[src/rtl/dmem_arbiter.sv]
// dmem_arbiter -- shares the single data-memory port between the core (port 0)
// and a second bus master (port 1).
//
// A registered owner drives the one dmem port. Ties go round-robin (the port
// that was not granted last wins). A port may hold ownership with `lock`.
// Port 0 gets a stall flag so the core can freeze its PC while it waits.
//
// Optional feature macro: DMEM_ARB_STARVE_EN
//   When defined, a port that keeps a lock for MAX_LOCK cycles while the other
//   port waits is forced off the bus. When undefined, locks are honoured
//   indefinitely and the lock counter does not exist.
//
// Ports:
//   clk, reset                 clock, asynchronous active-low reset
//   pX_req/lock/we/addr/wd     port X request, lock, write enable, address, write data
//   pX_gnt, pX_rd              port X owns memory this cycle, read data (0 if not granted)
//   p0_stall                   port 0 requesting but not granted
//   owner                      0 = none, 1 = port 0, 2 = port 1
//   mem_addr/wd/we, mem_rd     dmem port (mem_rd is a combinational read)
module dmem_arbiter #(
  parameter int WIDTH    = 32,
  parameter int MAX_LOCK = 8
) (
  input  logic             clk,
  input  logic             reset,
  input  logic             p0_req,
  input  logic             p1_req,
  input  logic             p0_lock,
  input  logic             p1_lock,
  input  logic             p0_we,
  input  logic             p1_we,
  input  logic [WIDTH-1:0] p0_addr,
  input  logic [WIDTH-1:0] p1_addr,
  input  logic [WIDTH-1:0] p0_wd,
  input  logic [WIDTH-1:0] p1_wd,
  output logic             p0_gnt,
  output logic             p1_gnt,
  output logic [WIDTH-1:0] p0_rd,
  output logic [WIDTH-1:0] p1_rd,
  output logic             p0_stall,
  output logic [1:0]       owner,
  output logic [WIDTH-1:0] mem_addr,
  output logic [WIDTH-1:0] mem_wd,
  output logic             mem_we,
  input  logic [WIDTH-1:0] mem_rd
);

  typedef enum logic [1:0] {
    OWN_NONE = 2'd0,
    OWN_P0   = 2'd1,
    OWN_P1   = 2'd2
  } own_e;

  if (MAX_LOCK < 1 || MAX_LOCK > 255) begin : g_bad_max_lock
    $error("dmem_arbiter: MAX_LOCK must be in 1..255");
  end

  own_e owner_q, owner_d;
  logic last_q;          // 1: port 1 was granted last, 0: port 0
  logic own_req, own_lock, oth_req;
  own_e oth;
  logic hold;            // current owner asks to keep the bus
  logic force_sw;        // starvation guard overrides the lock

  // Owner-relative view of the two ports.
  always_comb begin
    own_req  = 1'b0;
    own_lock = 1'b0;
    oth_req  = 1'b0;
    oth      = OWN_NONE;
    case (owner_q)
      OWN_P0: begin
        own_req  = p0_req;
        own_lock = p0_lock;
        oth_req  = p1_req;
        oth      = OWN_P1;
      end
      OWN_P1: begin
        own_req  = p1_req;
        own_lock = p1_lock;
        oth_req  = p0_req;
        oth      = OWN_P0;
      end
      default: ;
    endcase
  end

  assign hold = own_req & own_lock;

`ifdef DMEM_ARB_STARVE_EN
  logic [7:0] lock_cnt;

  assign force_sw = hold & oth_req & (lock_cnt >= 8'(MAX_LOCK));

  // Counts cycles kept by lock while the other port waits. Any other outcome
  // (owner change, forced switch, idle competitor) clears it.
  always_ff @(posedge clk or negedge reset) begin
    if (!reset)
      lock_cnt <= 8'd0;
    else if (hold && !force_sw && oth_req)
      lock_cnt <= (lock_cnt == 8'hFF) ? lock_cnt : lock_cnt + 8'd1;
    else
      lock_cnt <= 8'd0;
  end
`else
  assign force_sw = 1'b0;
`endif

  always_comb begin
    owner_d = OWN_NONE;
    if (hold && !force_sw)
      owner_d = owner_q;
    else if (force_sw)
      owner_d = oth;
    else if (p0_req && p1_req)
      owner_d = last_q ? OWN_P0 : OWN_P1;
    else if (p0_req)
      owner_d = OWN_P0;
    else if (p1_req)
      owner_d = OWN_P1;
  end

  // Reset starts with last = port 1 so port 0 wins the first tie.
  always_ff @(posedge clk or negedge reset) begin
    if (!reset) begin
      owner_q <= OWN_NONE;
      last_q  <= 1'b1;
    end else begin
      owner_q <= owner_d;
      if (owner_d != OWN_NONE)
        last_q <= (owner_d == OWN_P1);
    end
  end

  // Grants come only from the owner register, never from req directly, so
  // an asynchronous reset kills them (and mem_we) immediately.
  assign p0_gnt   = (owner_q == OWN_P0);
  assign p1_gnt   = (owner_q == OWN_P1);
  assign owner    = owner_q;
  assign p0_stall = p0_req & ~p0_gnt;

  assign mem_addr = p0_gnt ? p0_addr : (p1_gnt ? p1_addr : '0);
  assign mem_wd   = p0_gnt ? p0_wd   : (p1_gnt ? p1_wd   : '0);
  assign mem_we   = (p0_gnt & p0_req & p0_we) | (p1_gnt & p1_req & p1_we);

  assign p0_rd = p0_gnt ? mem_rd : '0;
  assign p1_rd = p1_gnt ? mem_rd : '0;

endmodule

[config.mk]
export PLATFORM = sky130hd
export DESIGN_NAME = dmem_arbiter
export DESIGN_NICKNAME = d
export VERILOG_FILES = /design/src/rtl/dmem_arbiter.sv
export SDC_FILE = /design/constraint.sdc
export NUM_CORES = 1
export LEC_CHECK = 0
export CORE_AREA = 2 2 117 119
export CTS_CLUSTER_DIAMETER = 50
export DETAILED_ROUTE_END_ITERATION = 10
export DIE_AREA = 0 0 119 121
export GPL_ROUTABILITY_DRIVEN = 0
export HOLD_SLACK_MARGIN = 0.12
export PLACE_DENSITY = 0.62
export SETUP_SLACK_MARGIN = 0.02
export SYNTH_ARGS = -nofsm -noshare
export SYNTH_HDL_FRONTEND = slang
export SYNTH_SLANG_ARGS = --single-unit
[constraint.sdc]
create_clock -name clk -period 1.7 [get_ports clk]
set_input_delay 0.51 -clock clk [delete_from_list [all_inputs] [get_ports clk]]
set_output_delay 0.51 -clock clk [all_outputs]
set_load 0.01 [all_outputs]
==> metrics.md <==
| Metric | Value |
|---|---|
| WHS | 0.484 ns |
| Reg2reg end | last_q$_DFFE_PN1P_ |
| Most Crowded Layer GR | met2 |
| Bufs on Longest Clock Path | 2 |
| Port-buffer cells | 301 |
| Layout cells sized above 1 | 48.3% |
| Arrival time worst endpoint | 1.68 ns |
| P_int | 1900 uW |
| Fill count | 1268 |
| Count of nets after finishing | 696 |
| Status | finished with violations |
| Placed cell area | 0.00469 mm^2 |
| CP Launch Type | flop |
| Switching pwr | 955 uW |
| Area grow syn2layout | 297% |
| Logic pwr share | 83.4% |
| DRT Wirelength | 13.1 mm |
| CP Max Fanout | 8 |
| Post-route DRC | 0 |
| Sequential cell area | 78.8 um^2 |
| Sequential cell area fraction in the yosys report | 5.62% |
| Row Count | 42 |
| Final Critical Period | 2.19 ns |
| Yosys warning total | 0 |
| Area of the multi-input gates | 0.00129 mm^2 |
| CTS tree | yes |
| Failing checks | setup timing |
| Syn Area/Cell | 7.68 um^2 |
| P per Cell Area | 530 mW/mm^2 |
| Final setup TNS | -53.94 ns |
| Routed len/inst | 18.7 um |
| Final Skew | 0.000383 ns |
| RR Startpoint | owner[0]$_DFF_PN0_ |
| Avg Vias per Cell | 4.06 |
| Vias in the first global route | 2730 |
| Total core area | 0.0131 mm^2 |
| Clk pin slew, worst setup/hold paths | 0.03 ns |
| Leak | 0.00252 uW |
| Initial DRC count | 130 |
| Non-Filler Instances | 701 |
| H-tree level count | 1 |
| RSZ-0062 raised after global routing | yes |
| Die height | 121 um |
| VDD IR max | 0.000285 V |
| Total GRT Usage | 16.2% |
| Flop-to-flop setup slack | -0.13 ns |
| Die Area | 0.0144 mm^2 |
| # clock sinks | 3 |
| Clock latency at the later pin of the worst-skew pair | 0.22 ns |
| Number of antenna violations at the first check in global routing | 6 |
| Setup WS post-layout | -0.492 ns |
| Post-Syn Area | 0.00136 mm^2 |
| Switch share | 33.4% |
| Critical path endpoint | mem_wd[24] |
| Worst EP required | 1.19 ns |
| Fin crit share | 129% |
| Post-Synthesis Cells | 177 |
| Via count | 2848 |
| Register share of total power | 3.5% |
| CTS Buf Count | 3 |
| GR Util met1 | 20.8% |
| Worst Setup SP | owner[0]$_DFF_PN0_ |
| Initial core utilization | 10.4% |
| Pre-antenna DRT Iters | 4 |
| Total nets after synthesis | 348 |
| Hold Fails Final Rpt | 0 |
| Root Driver | clkbuf_16 |
| Worst slew margin | 83.3% |
| Setup Viol. Count Final | 135 |
| Global Route met3 Usage | 5.69% |
| Met2 Use GR | 27.2% |
| Max frequency | 456 MHz |
| HPWL after DPL | 9.67 mm |
| Placed Cells | 650 |
| Post-route ant nets | 0 |
| Crit end category | primary output |
| Largest net degree at the start of global routing | 23 |
| Yosys reg bits | 3 |
| Min-Delay Path Class | input pin to async pin |
| Slew @ Worst Pin | 0.251 ns |
| Die width | 119 um |
| Final instance area | 0.00539 mm^2 |
| Final Max Tran Viols | 0 |
| Gr ovfl total | 0 |
| Total Power | 2860 uW |
| CP Class | flop to primary output |
| Io pins | 302 |
| First-pass GRT wire length | 17.8 mm |
| Clock power frac | 13.1% |
| Max-cap violations | 0 |
| Worst r2r path cells | 10 |
| Yosys cell types | 18 |
[worst max-delay path, stage by stage, from the launching register on]
cell and delay [ns]:
dfrtp_2 0.42, inv_2 0.09, ha_4 0.12, nor2b_4 0.18
buf_6 0.17, buf_16 0.13, buf_6 0.09, a22o_1 0.12
buf_2 0.13
[timing repair]
item,4_1_cts,5_1_grt
resized for setup,537,124
buffers inserted,25,8
cloned,11,6
pin swaps,8,10
setup endpoints to repair,137,136
hold buffers,0,0
[cells in the final DEF, fill, tap and decap left out]
cell	netlist	routed
clkdlybuf4s50_1	0	166
buf_2	4	81
buf_6	8	65
a22o_1	63	63
and2_4	0	36
and2_1	64	28
buf_4	1	17
buf_12	0	16
clkbuf_16	0	9
buf_16	0	9
nand2_1	5	3
o21ai_0	4	3
mux2i_1	3	3
ha_4	0	3
nand2_2	0	2
nor2b_4	1	2
inv_2	0	2
a22oi_2	0	2
dfrtp_2	0	2
diode_2	0	1
o21ai_1	0	1
inv_1	3	1
nor3_4	1	1
nand3_4	0	1
nand3_2	0	1
clkbuf_1	9	1
bufbuf_16	0	1
dlymetal6s2s_1	0	1
dfstp_2	1	1
dlygate4sd2_1	0	1
clkbuf_2	0	1
clkdlybuf4s15_2	0	1
[Yosys cell counts]
master	n	area share [%]
buf_4	1	0.55
a22oi_1	2	1.1
buf_6	8	6.6
inv_1	3	0.83
dfstp_2	1	1.9
o21ai_0	4	1.5
buf_2	4	1.5
ha_1	3	2.8
dfrtp_1	2	3.7
and2_1	64	29
nand3_1	2	0.74
mux2i_1	3	2.2
clkbuf_1	9	2.5
a22o_1	63	41
nor2b_4	1	1.0
nor3_4	1	1.2
nand2_1	5	1.4
nor2b_1	1	0.46
[power by group through the flow]
| stage | logic [uW] | registers, uW | clock network, uW |
|---|---|---|---|
| finish | 2380 | 101 | 373 |
| detailed placement | 1920 | 102 | 0 |
| floorplan | 722 | 104 | 0 |
| global placement | 1910 | 100 | 0 |
| global route | 2520 | 103 | 388 |
| CTS | 2140 | 101 | 382 |
[stage by stage]
step                      worst slack, ns  utilization, %
after floorplan                    -0.163               -
after global placement             -0.692            35.8
after detailed placement           -0.686            35.8
after CTS                          -0.536            38.4
after global routing               -0.567            41.2
final                              -0.492            41.2
[layer usage]
layer / part of all wire [%] / vias to the layer above / wire length, um
met4: 0.48 / 8 / 63
met1: 42 / 1346 / 5540
met5: 0.36 / - / 47
li1: - / 1356 / -
met2: 48 / 124 / 6320
met3: 8.8 / 14 / 1160
[cell type report]
| class | count | area share, % |
|---|---|---|
| tap | 176 | 4.08 |
| sequential | 3 | 1.46 |
| antenna | 1 | 0.0464 |
| multi-input combinational | 149 | 23.9 |
| timing repair buffer | 365 | 68.9 |
| inverter | 3 | 0.209 |
| clock buffer | 4 | 1.46 |
[how the worst min path moves through the flow]
| stage | depth (start not counted) | slack (ns) | end | from |
|---|---|---|---|---|
| final | 1 | 0.48 | owner[0]$_DFF_PN0_ | reset |
| after global routing | 1 | 0.49 | owner[1]$_DFF_PN0_ | reset |
| after CTS | 1 | 0.48 | owner[1]$_DFF_PN0_ | reset |
| after detailed placement | 2 | 0.57 | last_q$_DFFE_PN1P_ | last_q$_DFFE_PN1P_ |
| after global placement | 2 | 0.56 | last_q$_DFFE_PN1P_ | last_q$_DFFE_PN1P_ |
| after floorplan | 0 | 0.21 | owner[0]$_DFF_PN0_ | reset |
[flip-flops by register name, indices dropped and copies added (netlist names)]
signal,cells
owner,2
last_q,1
[cell families (layout without fill, tap and decap cells)]
kind of cell	after synthesis	after routing	share of synthesized area, %
AND/OR/NAND/NOR	74	74	34.3
AO/OA/AOI/OAI	69	69	43.2
buffers and inverters	25	372	12.0
adder cells (fa/ha/maj)	3	3	2.76
multiplexers	3	3	2.21
flip-flops	3	3	5.62
other	0	1	0
(Power assumes the default switching activity.)
